[config.mk]
export PLATFORM = sky130hd
export DESIGN_NAME = imem_loader
export DESIGN_NICKNAME = d
export VERILOG_FILES = /design/src/rtl/imem_loader.sv
export SDC_FILE = /design/constraint.sdc
export NUM_CORES = 1
export LEC_CHECK = 0
export ABC_CLOCK_PERIOD_IN_PS = 3430
export BUFFER_PORTS_ARGS = -buffer_cell sky130_fd_sc_hd__buf_4
export CAP_MARGIN = 20
export CORE_ASPECT_RATIO = 0.8
export CORE_UTILIZATION = 40
export DETAILED_ROUTE_END_ITERATION = 6
export PLACE_DENSITY_LB_ADDON = 0.08
export SYNTH_ARGS = -nofsm -noshare
export SYNTH_HDL_FRONTEND = slang
export SYNTH_SLANG_ARGS = --single-unit
[constraint.sdc]
create_clock -name clk -period 3.43 [get_ports clk]
set_input_delay 1.029 -clock clk [delete_from_list [all_inputs] [get_ports clk]]
set_output_delay 1.029 -clock clk [all_outputs]
set_load 0.03 [all_outputs]
[src/rtl/imem_loader.sv]
`default_nettype none
// +----------------------------------------------------------------------------+
// | imem_loader : boot-time byte-stream loader into instruction memory; holds   |
// |   the core in reset until the image is in. Option: IMEM_LOADER_CHECKSUM_EN  |
// | Revision    : 1.0                                                           |
// +----------------------------------------------------------------------------+
module imem_loader #(
  parameter int          DEPTH_WORDS = 1024,
  parameter logic [31:0] BASE_ADDR   = 32'h0000_0000
) (
  input  logic        clk,
  input  logic        rst,
  input  logic        byteValid,
  input  logic [7:0]  byteData,
  output logic        byteReady,
  output logic        imemWriteEnable,
  output logic [31:0] imemWriteAddr,
  output logic [31:0] imemWriteData,
  output logic        coreHold,
  output logic        loadDone,
  output logic        loadError
);

  localparam int               IDX_W   = $clog2(DEPTH_WORDS) + 1;
  localparam logic [IDX_W-1:0] IDX_ONE = 1;

  typedef enum logic [2:0] {
    RECV_LEN  = 3'd0,
    RECV_DATA = 3'd1,
    WRITE     = 3'd2,
    FINISH    = 3'd3,
`ifdef IMEM_LOADER_CHECKSUM_EN
    RECV_SUM  = 3'd4,
`endif
    DONE      = 3'd5,
    ERROR     = 3'd6
  } state_t;

  state_t           state;
  state_t           state_next;
  logic [1:0]       byte_cnt;
  logic [31:0]      len_q;
  logic [31:0]      word_q;
  logic [IDX_W-1:0] word_idx;
  logic             recv_state;
  logic             accept;
  logic             last_byte;
  logic [31:0]      len_full;
  logic [31:0]      word_full;
  logic [31:0]      idx_ext;
  logic [31:0]      idx_plus1;
`ifdef IMEM_LOADER_CHECKSUM_EN
  logic [31:0]      accum;
`endif

`ifdef IMEM_LOADER_CHECKSUM_EN
  assign recv_state = (state == RECV_LEN) || (state == RECV_DATA) || (state == RECV_SUM);
`else
  assign recv_state = (state == RECV_LEN) || (state == RECV_DATA);
`endif

  // Gated by rst so the handshake is quiet while reset is held.
  assign byteReady = recv_state && !rst;
  assign accept    = byteValid && byteReady;
  assign last_byte = accept && (byte_cnt == 2'd3);

  // Bytes shift in from the top, so the first byte ends up in bits [7:0].
  assign len_full  = {byteData, len_q[31:8]};
  assign word_full = {byteData, word_q[31:8]};

  assign idx_ext       = 32'(word_idx);
  assign idx_plus1     = idx_ext + 32'd1;
  assign imemWriteAddr = BASE_ADDR + {idx_ext[29:0], 2'b00};
  assign imemWriteData = word_q;

  always_ff @(posedge clk) begin
    if (rst) begin
      state <= RECV_LEN;
    end else begin
      state <= state_next;
    end
  end

  always_comb begin
    state_next      = state;
    imemWriteEnable = 1'b0;
    coreHold        = 1'b1;
    loadDone        = 1'b0;
    loadError       = 1'b0;
    case (state)
      RECV_LEN: begin
        if (last_byte) begin
          if (len_full > 32'(DEPTH_WORDS)) begin
            state_next = ERROR;
          end else if (len_full == 32'd0) begin
            state_next = FINISH;
          end else begin
            state_next = RECV_DATA;
          end
        end
      end
      RECV_DATA: begin
        if (last_byte) begin
          state_next = WRITE;
        end
      end
      WRITE: begin
        imemWriteEnable = 1'b1;
        state_next      = (idx_plus1 == len_q) ? FINISH : RECV_DATA;
      end
      FINISH: begin
`ifdef IMEM_LOADER_CHECKSUM_EN
        state_next = RECV_SUM;
`else
        state_next = DONE;
`endif
      end
`ifdef IMEM_LOADER_CHECKSUM_EN
      RECV_SUM: begin
        if (last_byte) begin
          state_next = (word_full == accum) ? DONE : ERROR;
        end
      end
`endif
      DONE: begin
        coreHold = 1'b0;
        loadDone = 1'b1;
      end
      ERROR: begin
        loadError = 1'b1;
      end
      default: begin
        state_next = ERROR;
      end
    endcase
  end

  always_ff @(posedge clk) begin
    if (rst) begin
      byte_cnt <= 2'd0;
      len_q    <= 32'd0;
      word_q   <= 32'd0;
      word_idx <= '0;
`ifdef IMEM_LOADER_CHECKSUM_EN
      accum    <= 32'd0;
`endif
    end else begin
      if (accept) begin
        byte_cnt <= byte_cnt + 2'd1;
        if (state == RECV_LEN) begin
          len_q <= len_full;
        end else begin
          // Data words and the trailing checksum share the assembly register.
          word_q <= word_full;
        end
      end
      if (state == WRITE) begin
        word_idx <= word_idx + IDX_ONE;
`ifdef IMEM_LOADER_CHECKSUM_EN
        accum    <= accum + word_q;
`endif
      end
    end
  end

endmodule
`default_nettype wire

### Word-level counts from Yosys, hierarchy flattened

Index checks and enable logic that the tools add are counted.

* flip-flop bits (word level): 80
* bits of input ports: 11
* word-level logic and storage cells: 41

* $add $sub $neg: 3
* magnitude comparators: 1
* eq/ne operators: 9
* mux-type cells: 10
* bitwise gates (word level): 2
* reduce and logical (&&, ||, !) cells: 11

Operators by type and width (number)
* equality test 12 x 32 -> 1 bit: 1
* greater-than comparator 32 x 11 -> 1 bit (second input constant): 1
* zero test 32 bit: 1
* case mux 3 bit (5 select lines): 1
* adder 11 x 1 -> 12 bit (second input constant): 1
* adder 11 x 1 -> 11 bit (second input constant): 1
* 2-to-1 mux 3 bit: 3
* equality test 3 x 2 -> 1 bit (second input constant): 2
* equality test 3 bit (second input constant): 2
* 2-to-1 mux 1 bit: 4
* 2-to-1 mux 2 bit: 2
* inequality test 2 bit (second input constant): 2
* AND reduction 2 bit: 2
* equality test 3 x 1 -> 1 bit (second input constant): 1
* logical AND 1 bit: 3
* zero test 3 bit: 1
* AND reduction 3 bit: 1
* adder 2 x 1 -> 2 bit (second input constant): 1
* equality test 2 bit (second input constant): 1
* inverter 1 bit: 2
* OR reduction 2 bit: 1
* zero test 1 bit: 1
* logical OR 1 bit: 1

### Logic depth before layout (Yosys ltp)

Gate-level depths: netlist of run 1.

* depth after elaboration: 7
* gate-level depth with buffers: 9
* depth with buffers taken out: 6

### Worst setup path after synthesis of run 1

No wires, ideal clock.

* path kind: input to output
* start: in rst
* end: out byteReady
* data arrival time: 1.452 ns
* required time: 2.401 ns
* path slack: 0.949 ns
* stages on the path: 1
* path buffers: 0
* path through: nor3_2

* word-level cells in the longest chain between the ends: 2

RTL lines
* start: declaration: line 12 `input logic rst,`
* zero test 1 bit: line 63 `assign byteReady = recv_state && !rst;`
* logical AND 1 bit: line 63
* end: declaration: line 15 `output logic byteReady,`

No other way between the ends.

### Worst setup path after layout of run 1

* start: reg state[1]
* end: out imemWriteEnable

* word-level cells in the longest chain between the ends: 2

RTL lines
* start: declaration: line 39 `state_t state;`
* start signal: assignment: line 80 `state <= state_next;`
* equality test 3 x 2 -> 1 bit: line 90 `case (state)`
* 2-to-1 mux 1 bit: line 90
* end: declaration: line 16 `output logic imemWriteEnable,`

No other way between the ends.

==> flow_summary_export.csv, run 1 <==
group,metric,value,unit
place,globalplace.congestion,0.822,
worst_setup_path,slowest_delay,0.50,ns
finish,diodes,0,
sta,finalSetupViolations,0,
clock_network,post-cts-setup-buffers,0,
finish,drive_gt1_share,17.0,%
synthesis,synthCells,460,
finish,fin_nets,516,
sta,finalSetupTns,0,ns
sta,skew,0.00918,ns
hold_path,min_path_cells,2,
power_and_ir_drop,p_sw,435,uW
sta,rsz0062_at_grt,"false",
synthesis,synth_seq_cells,80,
power_and_ir_drop,leakagePower,1.58,nW
routing,first_iter_violations,149,
worst_setup_path,cp.arrival,1.71,ns
worst_setup_path,timing.critical_path.max_delay_family,"flip-flops",
routing,via_count,3047,
sta,fin_crit_sh,79.7,%
synthesis,yosysWarnings,0,
worst_setup_path,start_kind,"register",
hold_path,min_from,"imemWriteData[1]$_SDFFE_PP0P_",
finish,fillCellCount,909,
synthesis,ys.flop_type,"dfxtp_1",
floorplan,fp-row-count,30,
global_routing,grt_max_degree,83,
routing,ant_nets,0,
worst_setup_path,reg2reg_depth,5,
synthesis,seq_area_frac_synth,44.4,%
power_and_ir_drop,switching_share,25.8,%
global_routing,antenna_found_initial,0,
worst_setup_path,cp_cell_sequence,"nor2b_1, nand2b_1, inv_2, buf_4",
global_routing,grt_pass1_wl,13100,um
clock_network,cts_hold_buf,0,
sta,hold_slack,0.456,ns
worst_setup_path,reg2reg_to,"state[1]$_SDFFE_PP0P_",
clock_network,cts_htree_levels,3,
finish,areaGrowthSynthToFinish,14.8,%
global_routing,grt-ovfl-total,0,
power_and_ir_drop,power.share.combinational,7.5,%
synthesis,synth_edf_count,0,
floorplan,dieArea,9400,um2
clock_network,cts-buffers-inserted,9,
floorplan,die_y,86.9,um
finish,final_cell_mix,"nand2_1 (143), dfxtp_1 (80), a21oi_1 (70)",
clock_network,insertion_delay,0.34,ns
floorplan,die_x,108,um
clock_network,clock_path_buffers,2,
clock_network,clk_pin_slew,0.08,ns
worst_setup_path,slowest_stage,"dfxtp_1",
place,port_buffers,58,
sta,period_needed,2.73,ns
global_routing,gr-usage-all-layers,18.0,%
floorplan,start_util,42.0,%
finish,final_common_cell,"nand2_1",
worst_setup_path,crit_fanout,9,
worst_setup_path,path_depth,4,
power_and_ir_drop,power.share.clock,36.1,%
clock_network,cts_tree,"done",
routing,dr.pass1.iters,4,
status,status,"completed",
worst_setup_path,cp_num_buf_inv,2,
worst_setup_path,regToRegSetupSlack,1.31,ns
worst_setup_path,crit_type,"register to output pin",
synthesis,synth_cell_types,46,
hold_path,holdPathEnd,"imemWriteData[1]$_SDFFE_PP0P_",
worst_setup_path,required,2.40,ns
power_and_ir_drop,internal_power,1.25,mW
sta,fmaxAchievable,0.366,GHz
place,hpwl,5450,um
flow_run,drv_cap,0,
clock_network,cts_resized,0,
global_routing,grt_pass1_vias,2613,
power_and_ir_drop,powerDensity,407,nW/um2
synthesis,async_flop_share,0,%
sta,relSlewSlack,42.6,%
synthesis,syn_area_per_cell,7.84,um2
power_and_ir_drop,ir_drop,0.160,mV
floorplan,core,8600,um2
worst_setup_path,r2r_start,"word_idx[0]$_SDFFE_PP0P_",
routing,viasPerCell,4.92,
floorplan,io_pins,80,
routing,drc,0,
sta,worstMarginPinSlew,0.860,ns
worst_setup_path,endpoint_kind,"output pin",
clock_network,cts.sinks,80,
power_and_ir_drop,seqPwrFrac,56.4,%
routing,routedWlPerCell,13.2,um
hold_path,hp-class,"register to register",
sta,hold_violations,0,
routing,drt_wl_total,8160,um
clock_network,cts_root_buf,"clkbuf_8",
sta,slew_violations,0,
synthesis,synth_area,3610,um2
[cell usage after synthesis (2+ instances only)]
cell / number / area [um2]
nand2b_1: 4 / 25.0
nor3_1: 6 / 30.0
a21oi_1: 70 / 350
xnor2_1: 16 / 140
nor4_1: 7 / 43.8
inv_1: 4 / 15.0
buf_4: 23 / 173
ha_1: 2 / 25.0
dfxtp_1: 80 / 1600
mux2i_1: 2 / 20.0
o21ai_0: 3 / 15.0
buf_2: 9 / 45.0
clkbuf_1: 15 / 56.3
and3_1: 2 / 12.5
xor2_1: 9 / 78.8
nand4_1: 8 / 50.1
or3_1: 2 / 12.5
nand3_1: 3 / 15.0
buf_6: 4 / 45.0
and2_1: 2 / 12.5
nor2_1: 19 / 71.3
nand2_1: 143 / 537
nor2b_1: 3 / 18.8
a31oi_1: 2 / 12.5
[power by group through the flow]
stage               logic [mW]  registers (mW)  clock network, mW
finish                   0.126           0.950              0.608
global route             0.139           0.952              0.667
global placement         0.126           0.972                  0
floorplan                0.118           0.970                  0
detailed placement       0.127           0.972                  0
CTS                      0.127           0.950              0.631
[cells by family (layout without fill, tap and decap cells)]
| group | Yosys count | after routing | share of synthesized area, % |
|---|---|---|---|
| flip-flops | 80 | 80 | 44.4 |
| AND/OR/NAND/NOR | 208 | 208 | 25.5 |
| other | 1 | 21 | 0.104 |
| adder cells (fa/ha/maj) | 2 | 2 | 0.694 |
| XOR/XNOR | 25 | 25 | 6.07 |
| multiplexers | 2 | 2 | 0.555 |
| buffers and inverters | 56 | 83 | 9.36 |
| AO/OA/AOI/OAI | 86 | 86 | 13.4 |
[per-stage QoR]
step           utilization, %  cells  worst slack [ns]  area (um2)  power (mW)
2_1_floorplan               -    480             0.949        3680        1.09
3_3_place_gp             46.3    604             0.937        3980        1.10
3_5_place_dp             46.3    604             0.910        3980        1.10
4_1_cts                  48.2    619             0.692        4140        1.71
5_1_grt                  48.2    619             0.600        4140        1.76
6_report                 48.2    619             0.696        4140        1.68
[state kept, by name, indices dropped and copies added (netlist names)]
signal,count
byte_cnt,2
imemWriteData,32
state,3
len_q,32
word_idx,11
[area by class of cell]
type | count | area (um2) | share of cell area [%]
clock buffer | 12 | 145 | 3.50
tap | 112 | 140 | 3.38
inverter | 5 | 18.8 | 0.453
clock inverter | 3 | 18.8 | 0.453
timing repair buffer | 63 | 473 | 11.4
multi-input combinational | 344 | 1750 | 42.1
sequential | 80 | 1600 | 38.7
[worst max path at each step]
| stage | startpoint | to | slack (ns) |
|---|---|---|---|
| 5_1_grt | state[1]$_SDFFE_PP0P_ | imemWriteEnable | 0.60 |
| 4_1_cts | state[1]$_SDFFE_PP0P_ | imemWriteEnable | 0.69 |
| 2_1_floorplan | rst | byteReady | 0.95 |
| 3_5_place_dp | rst | byteReady | 0.91 |
| 6_report | state[1]$_SDFFE_PP0P_ | imemWriteEnable | 0.70 |
| 3_3_place_gp | rst | byteReady | 0.94 |
[worst register-to-register path, stage by stage, from the launching register on]
cell     delay, ns
dfxtp_1       0.57
ha_1          0.40
nand3_1       0.19
o32a_1        0.39
a22o_1        0.24
o31ai_1       0.23
[routing by layer]
metal,wire [um],track usage [%]
met1,4260,25.8
met2,3440,25.3
met3,432,6.28
met4,29,4.73
met5,0,0
No activity file was read; power rests on OpenSTA's default activity.
==> inputs of run 2 (changes only) <==
--- a/config.mk
+++ b/config.mk
@@ -5,7 +5,8 @@
 export SDC_FILE = /design/constraint.sdc
 export NUM_CORES = 1
 export LEC_CHECK = 0
-export ABC_CLOCK_PERIOD_IN_PS = 3430
+export ABC_AREA = 1
+export ABC_CLOCK_PERIOD_IN_PS = 2770
 export BUFFER_PORTS_ARGS = -buffer_cell sky130_fd_sc_hd__buf_4
 export CAP_MARGIN = 20
 export CORE_ASPECT_RATIO = 0.8
==> constraint.sdc (replaced) <==
create_clock -name clk -period 2.77 [get_ports clk]
set_input_delay 0.831 -clock clk [delete_from_list [all_inputs] [get_ports clk]]
set_output_delay 0.831 -clock clk [all_outputs]
set_load 0.03 [all_outputs]
==> run 2 against run 1 <==
Compared with the run above:
- wire length rose by 8.6%
- clock skew rose by 0.0019 ns
- die area rose by 3.8%
- register-to-register slack got worse by 0.39 ns
- sequential cell count did not move
- setup slack got worse by 0.22 ns
- sequential share of layout area fell by 2.8 points
- synthesized cell count rose by 16%
- global-route usage rose by 1.3 points
- largest power group unchanged
- highest routed layer unchanged
==> flow_summary_export.csv, run 2 <==
group,metric,value,unit
status,status,"completed",
sta,relSlewSlack,63.8,%
finish,fillCellCount,917,
finish,layout.cells.non_filler,703,
synthesis,synthCells,534,
synthesis,yosys-top-cells-count,"nand2_1 (99), dfxtp_1 (80), a21oi_1 (71)",
hold_path,min_path_cells,2,
finish,fin_nets,597,
clock_network,clock_path_buffers,2,
synthesis,yosysTopAreaCellShare,42.7,%
synthesis,synth_seq_cells,80,
sta,hold_violations,0,
synthesis,synth_largest_area_cell,"dfxtp_1",
worst_setup_path,required,1.94,ns
synthesis,yosys-top-cells-area,"dfxtp_1 (43%), nand2_1 (9.9%), a21oi_1 (9.5%)",
synthesis,ys.flop_type,"dfxtp_1",
worst_setup_path,crit_type,"register to output pin",
sta,period_needed,2.30,ns
sta,skew,0.0111,ns
clock_network,cts_resized,0,
hold_path,min_from,"imemWriteData[4]$_SDFFE_PP0P_",
floorplan,core,9080,um2
worst_setup_path,endpoint_kind,"output pin",
floorplan,fp-row-count,31,
sta,hold_slack,0.464,ns
clock_network,cts_tree,"done",
floorplan,die_x,110,um
global_routing,grt_max_degree,58,
worst_setup_path,crit_fanout,29,
global_routing,grt-ovfl-total,0,
floorplan,start_util,41.3,%
routing,first_iter_violations,295,
worst_setup_path,cp.arrival,1.47,ns
sta,fmaxAchievable,0.435,GHz
floorplan,io_pins,80,
synthesis,synth_area,3750,um2
finish,final_common_cell,"nand2_1",
routing,drc,0,
clock_network,cts.sinks,80,
floorplan,die_y,88.6,um
synthesis,yosysWarnings,0,
routing,drt_wl_total,8860,um
synthesis,seq_area_frac_synth,42.7,%
synthesis,synth_edf_count,0,
place,placed_cells,688,
flow_run,drv_cap,0,
sta,finalSetupViolations,0,
finish,postLayoutCellArea,4470,um2
synthesis,post-synth-top-count-cell,"nand2_1",
clock_network,cts_hold_buf,0,
place,place_area,4200,um2
sta,slew_violations,0,
finish,final_cell_mix,"nand2_1 (99), dfxtp_1 (80), a21oi_1 (71)",
finish,areaGrowthSynthToFinish,19.2,%
sta,rsz0062_at_grt,"false",
finish,drive_gt1_share,15.6,%
global_routing,antenna_found_initial,0,
global_routing,gr-usage-all-layers,19.3,%
global_routing,grt_pass1_vias,2835,
power_and_ir_drop,leakagePower,1.96,nW
worst_setup_path,startpoint,"state[0]$_SDFFE_PP0P_",
place,hpwl,6220,um
clock_network,cts-buffers-inserted,9,
clock_network,cts_root_buf,"clkbuf_16",
clock_network,cts_htree_levels,3,
power_and_ir_drop,ir_drop,0.383,mV
synthesis,async_flop_share,0,%
sta,fin_crit_sh,82.9,%
synthesis,synth_cell_types,31,
place,port_buffers,58,
routing,routedWlPerCell,12.6,um
sta,finalSetupTns,0,ns
global_routing,grt_pass1_wl,14300,um
routing,viasPerCell,4.83,
place,globalplace.congestion,0.822,
clock_network,post-cts-setup-buffers,0,
routing,ant_nets,0,
worst_setup_path,start_kind,"register",
synthesis,syn_area_per_cell,7.02,um2
finish,diodes,0,
floorplan,dieArea,9760,um2
worst_setup_path,r2r_start,"word_idx[0]$_SDFFE_PP0P_",
routing,via_count,3393,
hold_path,hp-class,"register to register",
sta,worstMarginPinSlew,0.543,ns
power_and_ir_drop,powerDensity,838,nW/um2
clock_network,clk_pin_slew,0.06,ns
clock_network,insertion_delay,0.33,ns
worst_setup_path,reg2reg_depth,13,
routing,dr.pass1.iters,4,
run 2: final cells by class:
type / instances / area, um2 / area share, %
inverter: 54 / 203 / 4.54
clock inverter: 3 / 18.8 / 0.420
tap: 115 / 144 / 3.22
clock buffer: 12 / 246 / 5.52
sequential: 80 / 1600 / 35.8
multi-input combinational: 372 / 1740 / 38.9
timing repair buffer: 67 / 515 / 11.5
run 2: kinds of logic (layout without fill, tap and decap cells):
kind of cell	Yosys count	in the layout	synth area share, %
AO/OA/AOI/OAI	111	111	15.4
flip-flops	80	80	42.7
XOR/XNOR	1	1	0.234
adder cells (fa/ha/maj)	2	2	0.668
AND/OR/NAND/NOR	237	237	28.0
buffers and inverters	102	136	12.9
other	1	21	0.100
run 2: critical path, cell delays in order, from the launching register on:
cell and delay (ns):
dfxtp_1 0.32, buf_4 0.30, nand2_1 0.13, nor2_1 0.13, inv_1 0.08, buf_4 0.17
run 2: metrics by stage:
stage / worst slack [ns] / power (mW) / util [%]
floorplan: 0.564 / 2.39 / -
global placement: 0.652 / 2.69 / 46.3
detailed placement: 0.602 / 2.70 / 46.3
CTS: 0.456 / 3.77 / 49.2
global route: 0.383 / 3.99 / 49.2
finish: 0.473 / 3.74 / 49.2
run 2: path summary, 6_finish.rpt:
check                                  end  slack, ns
max                               coreHold       0.47
min          imemWriteData[4]$_SDFFE_PP0P_       0.46
max reg2reg          state[1]$_SDFFE_PP0P_       0.92
min reg2reg  imemWriteData[4]$_SDFFE_PP0P_       0.46
run 2: report_power, final:
group          internal [mW]  switching, mW  leakage, nW
combinational          0.401          0.818         1.18
clock                  0.625          0.437        0.132
sequential              1.31          0.154        0.649
total                   2.33           1.41         1.96
run 2: metal layers:
metal	track usage, %	up-vias	share of wire [%]
met4	5.74	0	0.30
met5	0	-	0
li1	-	1806	-
met1	30.4	1507	55
met2	25.5	78	41
met3	4.27	2	4.2
==> inputs of run 3 (changes only) <==
--- a/config.mk
+++ b/config.mk
@@ -6,7 +6,7 @@
 export NUM_CORES = 1
 export LEC_CHECK = 0
 export ABC_AREA = 1
-export ABC_CLOCK_PERIOD_IN_PS = 2770
+export ABC_CLOCK_PERIOD_IN_PS = 2100
 export BUFFER_PORTS_ARGS = -buffer_cell sky130_fd_sc_hd__buf_4
 export CAP_MARGIN = 20
 export CORE_ASPECT_RATIO = 0.8
==> constraint.sdc (replaced) <==
create_clock -name clk -period 2.1 [get_ports clk]
set_input_delay 0.63 -clock clk [delete_from_list [all_inputs] [get_ports clk]]
set_output_delay 0.63 -clock clk [all_outputs]
set_load 0.03 [all_outputs]
==> run 3 against run 2 <==
Compared with the run above:
- clock skew decreased by 0.0054 ns
- sequential cell count is the same
- setup slack got worse by 0.39 ns
- power grew 36%
- register-to-register slack worse by 0.61 ns
- combinational power up 33%
- count of clock-buffer cells in the layout did not move
- die area stayed put
- highest routed layer unchanged
- critical path type unchanged
- design area up 0.56%
- clock power increased by 42%
- via count rose by 2.7%
- hold slack got worse by 0.0012 ns
- largest power group unchanged
==> flow_summary_export.csv, run 3 (synthesis gave the netlist of run 2 again) <==
group,metric,value,unit
finish,final_cell_mix,"nand2_1 (99), dfxtp_1 (77), a21oi_1 (71)",
worst_setup_path,crit_fanout,5,
clock_network,cts_hold_buf,0,
sta,skew,0.00567,ns
power_and_ir_drop,power.share.clock,29.5,%
finish,areaGrowthSynthToFinish,19.9,%
sta,relSlewSlack,62.9,%
sta,worstMarginPinSlew,0.556,ns
worst_setup_path,required,1.47,ns
hold_path,holdPathEnd,"imemWriteData[6]$_SDFFE_PP0P_",
power_and_ir_drop,seqPwrFrac,38.5,%
place,placed_cells,688,
sta,period_needed,2.02,ns
finish,postLayoutCellArea,4490,um2
floorplan,die_x,110,um
hold_path,hp-class,"register to register",
routing,first_iter_violations,259,
floorplan,fp-row-count,31,
worst_setup_path,reg2reg_to,"state[1]$_SDFFE_PP0P_",
worst_setup_path,r2r_start,"word_idx[1]$_SDFFE_PP0P_",
clock_network,cts_resized,0,
sta,fin_crit_sh,96.0,%
power_and_ir_drop,switching_share,36.9,%
clock_network,clk_pin_slew,0.05,ns
flow_run,drv_cap,0,
floorplan,dieArea,9760,um2
clock_network,cts_htree_levels,3,
finish,diodes,0,
floorplan,core,9080,um2
clock_network,cts.sinks,80,
clock_network,insertion_delay,0.33,ns
worst_setup_path,endpoint_kind,"output pin",
finish,layout.cells.non_filler,701,
place,port_buffers,58,
status,status,"completed",
global_routing,gr-usage-all-layers,20.4,%
place,globalplace.congestion,0.783,
routing,drc,0,
worst_setup_path,regToRegSetupSlack,0.31,ns
hold_path,min_from,"imemWriteData[6]$_SDFFE_PP0P_",
sta,hold_violations,0,
hold_path,min_path_cells,2,
finish,fin_nets,597,
routing,routedWlPerCell,13.2,um
clock_network,clock_path_buffers,2,
sta,fmaxAchievable,0.496,GHz
clock_network,cts_root_buf,"clkbuf_16",
routing,ant_nets,0,
global_routing,grt_pass1_vias,3005,
floorplan,io_pins,80,
worst_setup_path,crit_type,"register to output pin",
sta,hold_slack,0.463,ns
global_routing,grt_max_degree,58,
sta,finalSetupViolations,0,
floorplan,start_util,41.3,%
power_and_ir_drop,internal_power,3.20,mW
floorplan,die_y,88.6,um
place,place_area,4200,um2
clock_network,cts_tree,"done",
routing,viasPerCell,4.97,
worst_setup_path,start_kind,"register",
sta,finalSetupTns,0,ns
sta,slew_violations,0,
worst_setup_path,cp.arrival,1.39,ns
finish,drive_gt1_share,16.0,%
power_and_ir_drop,p_sw,1.87,mW
clock_network,cts-buffers-inserted,9,
clock_network,post-cts-setup-buffers,0,
routing,via_count,3483,
power_and_ir_drop,power.share.combinational,31.9,%
finish,final_common_cell,"nand2_1",
routing,dr.pass1.iters,4,
power_and_ir_drop,ir_drop,0.492,mV
power_and_ir_drop,powerDensity,1130,nW/um2
global_routing,antenna_found_initial,0,
worst_setup_path,reg2reg_depth,13,
global_routing,grt-ovfl-total,0,
global_routing,grt_pass1_wl,15100,um
sta,rsz0062_at_grt,"false",
place,hpwl,6430,um
power_and_ir_drop,power,5.08,mW
power_and_ir_drop,leakagePower,1.97,nW
routing,drt_wl_total,9230,um
==> run 3: changes by cell type in the layout (fill, tap and decap cells not counted) <==
cell and change:
nand3_2 -1, clkinv_4 -1, clkinv_2 -2, ha_2 +1
bufinv_16 +1, nand3_4 +1, dfxtp_1 -3, ha_1 -1
dfxtp_2 +3
==> run 3: worst max path at each step <==
stage	to	slack, ns	depth (start not counted)	from
2_1_floorplan	loadError	0.09	3	state[0]$_SDFFE_PP0P_
3_3_place_gp	imemWriteData[31]$_SDFFE_PP0P_	0.27	8	rst
3_5_place_dp	imemWriteData[25]$_SDFFE_PP0P_	0.22	8	rst
4_1_cts	imemWriteEnable	0.02	4	state[0]$_SDFFE_PP0P_
5_1_grt	state[1]$_SDFFE_PP0P_	0.003	13	word_idx[1]$_SDFFE_PP0P_
6_report	coreHold	0.08	5	state[1]$_SDFFE_PP0P_
==> run 3: critical path: stages (launching register included) <==
cell	delay [ns]
dfxtp_1	0.49
inv_1	0.15
nand2_1	0.12
nor2_1	0.06
inv_1	0.08
buf_4	0.16
==> run 3: per-layer routing <==
metal / GRT usage (%) / share of wire [%]
met2: 27.8 / 40
met1: 31.2 / 54
met5: 0 / 0
met3: 6.19 / 5.2
met4: 4.07 / 0.51
==> run 3: stage by stage <==
stage                     util, %  setup slack (ns)
after floorplan                 -            0.0948
after global placement       46.3             0.269
after detailed placement     46.3             0.222
after CTS                    49.4            0.0236
after global routing         49.5           0.00262
final                        49.5            0.0847
==> run 3: area by class of cell <==
cell class	instances	area, um2
Clock buffer	12	246
Clock inverter	1	30.0
Fill cell	950	4580
Inverter	54	203
Multi-Input combinational cell	372	1750
Sequential cell	80	1610
Tap cell	115	144
Timing Repair Buffer	67	515
==> run 3: power groups by stage <==
stage	Combinational (mW)	Clock (mW)	Sequential (mW)
floorplan	1.11	0	2.04
global placement	1.58	0	1.97
detailed placement	1.60	0	1.98
CTS	1.60	1.54	1.95
global route	1.81	1.61	1.99
finish	1.62	1.50	1.96
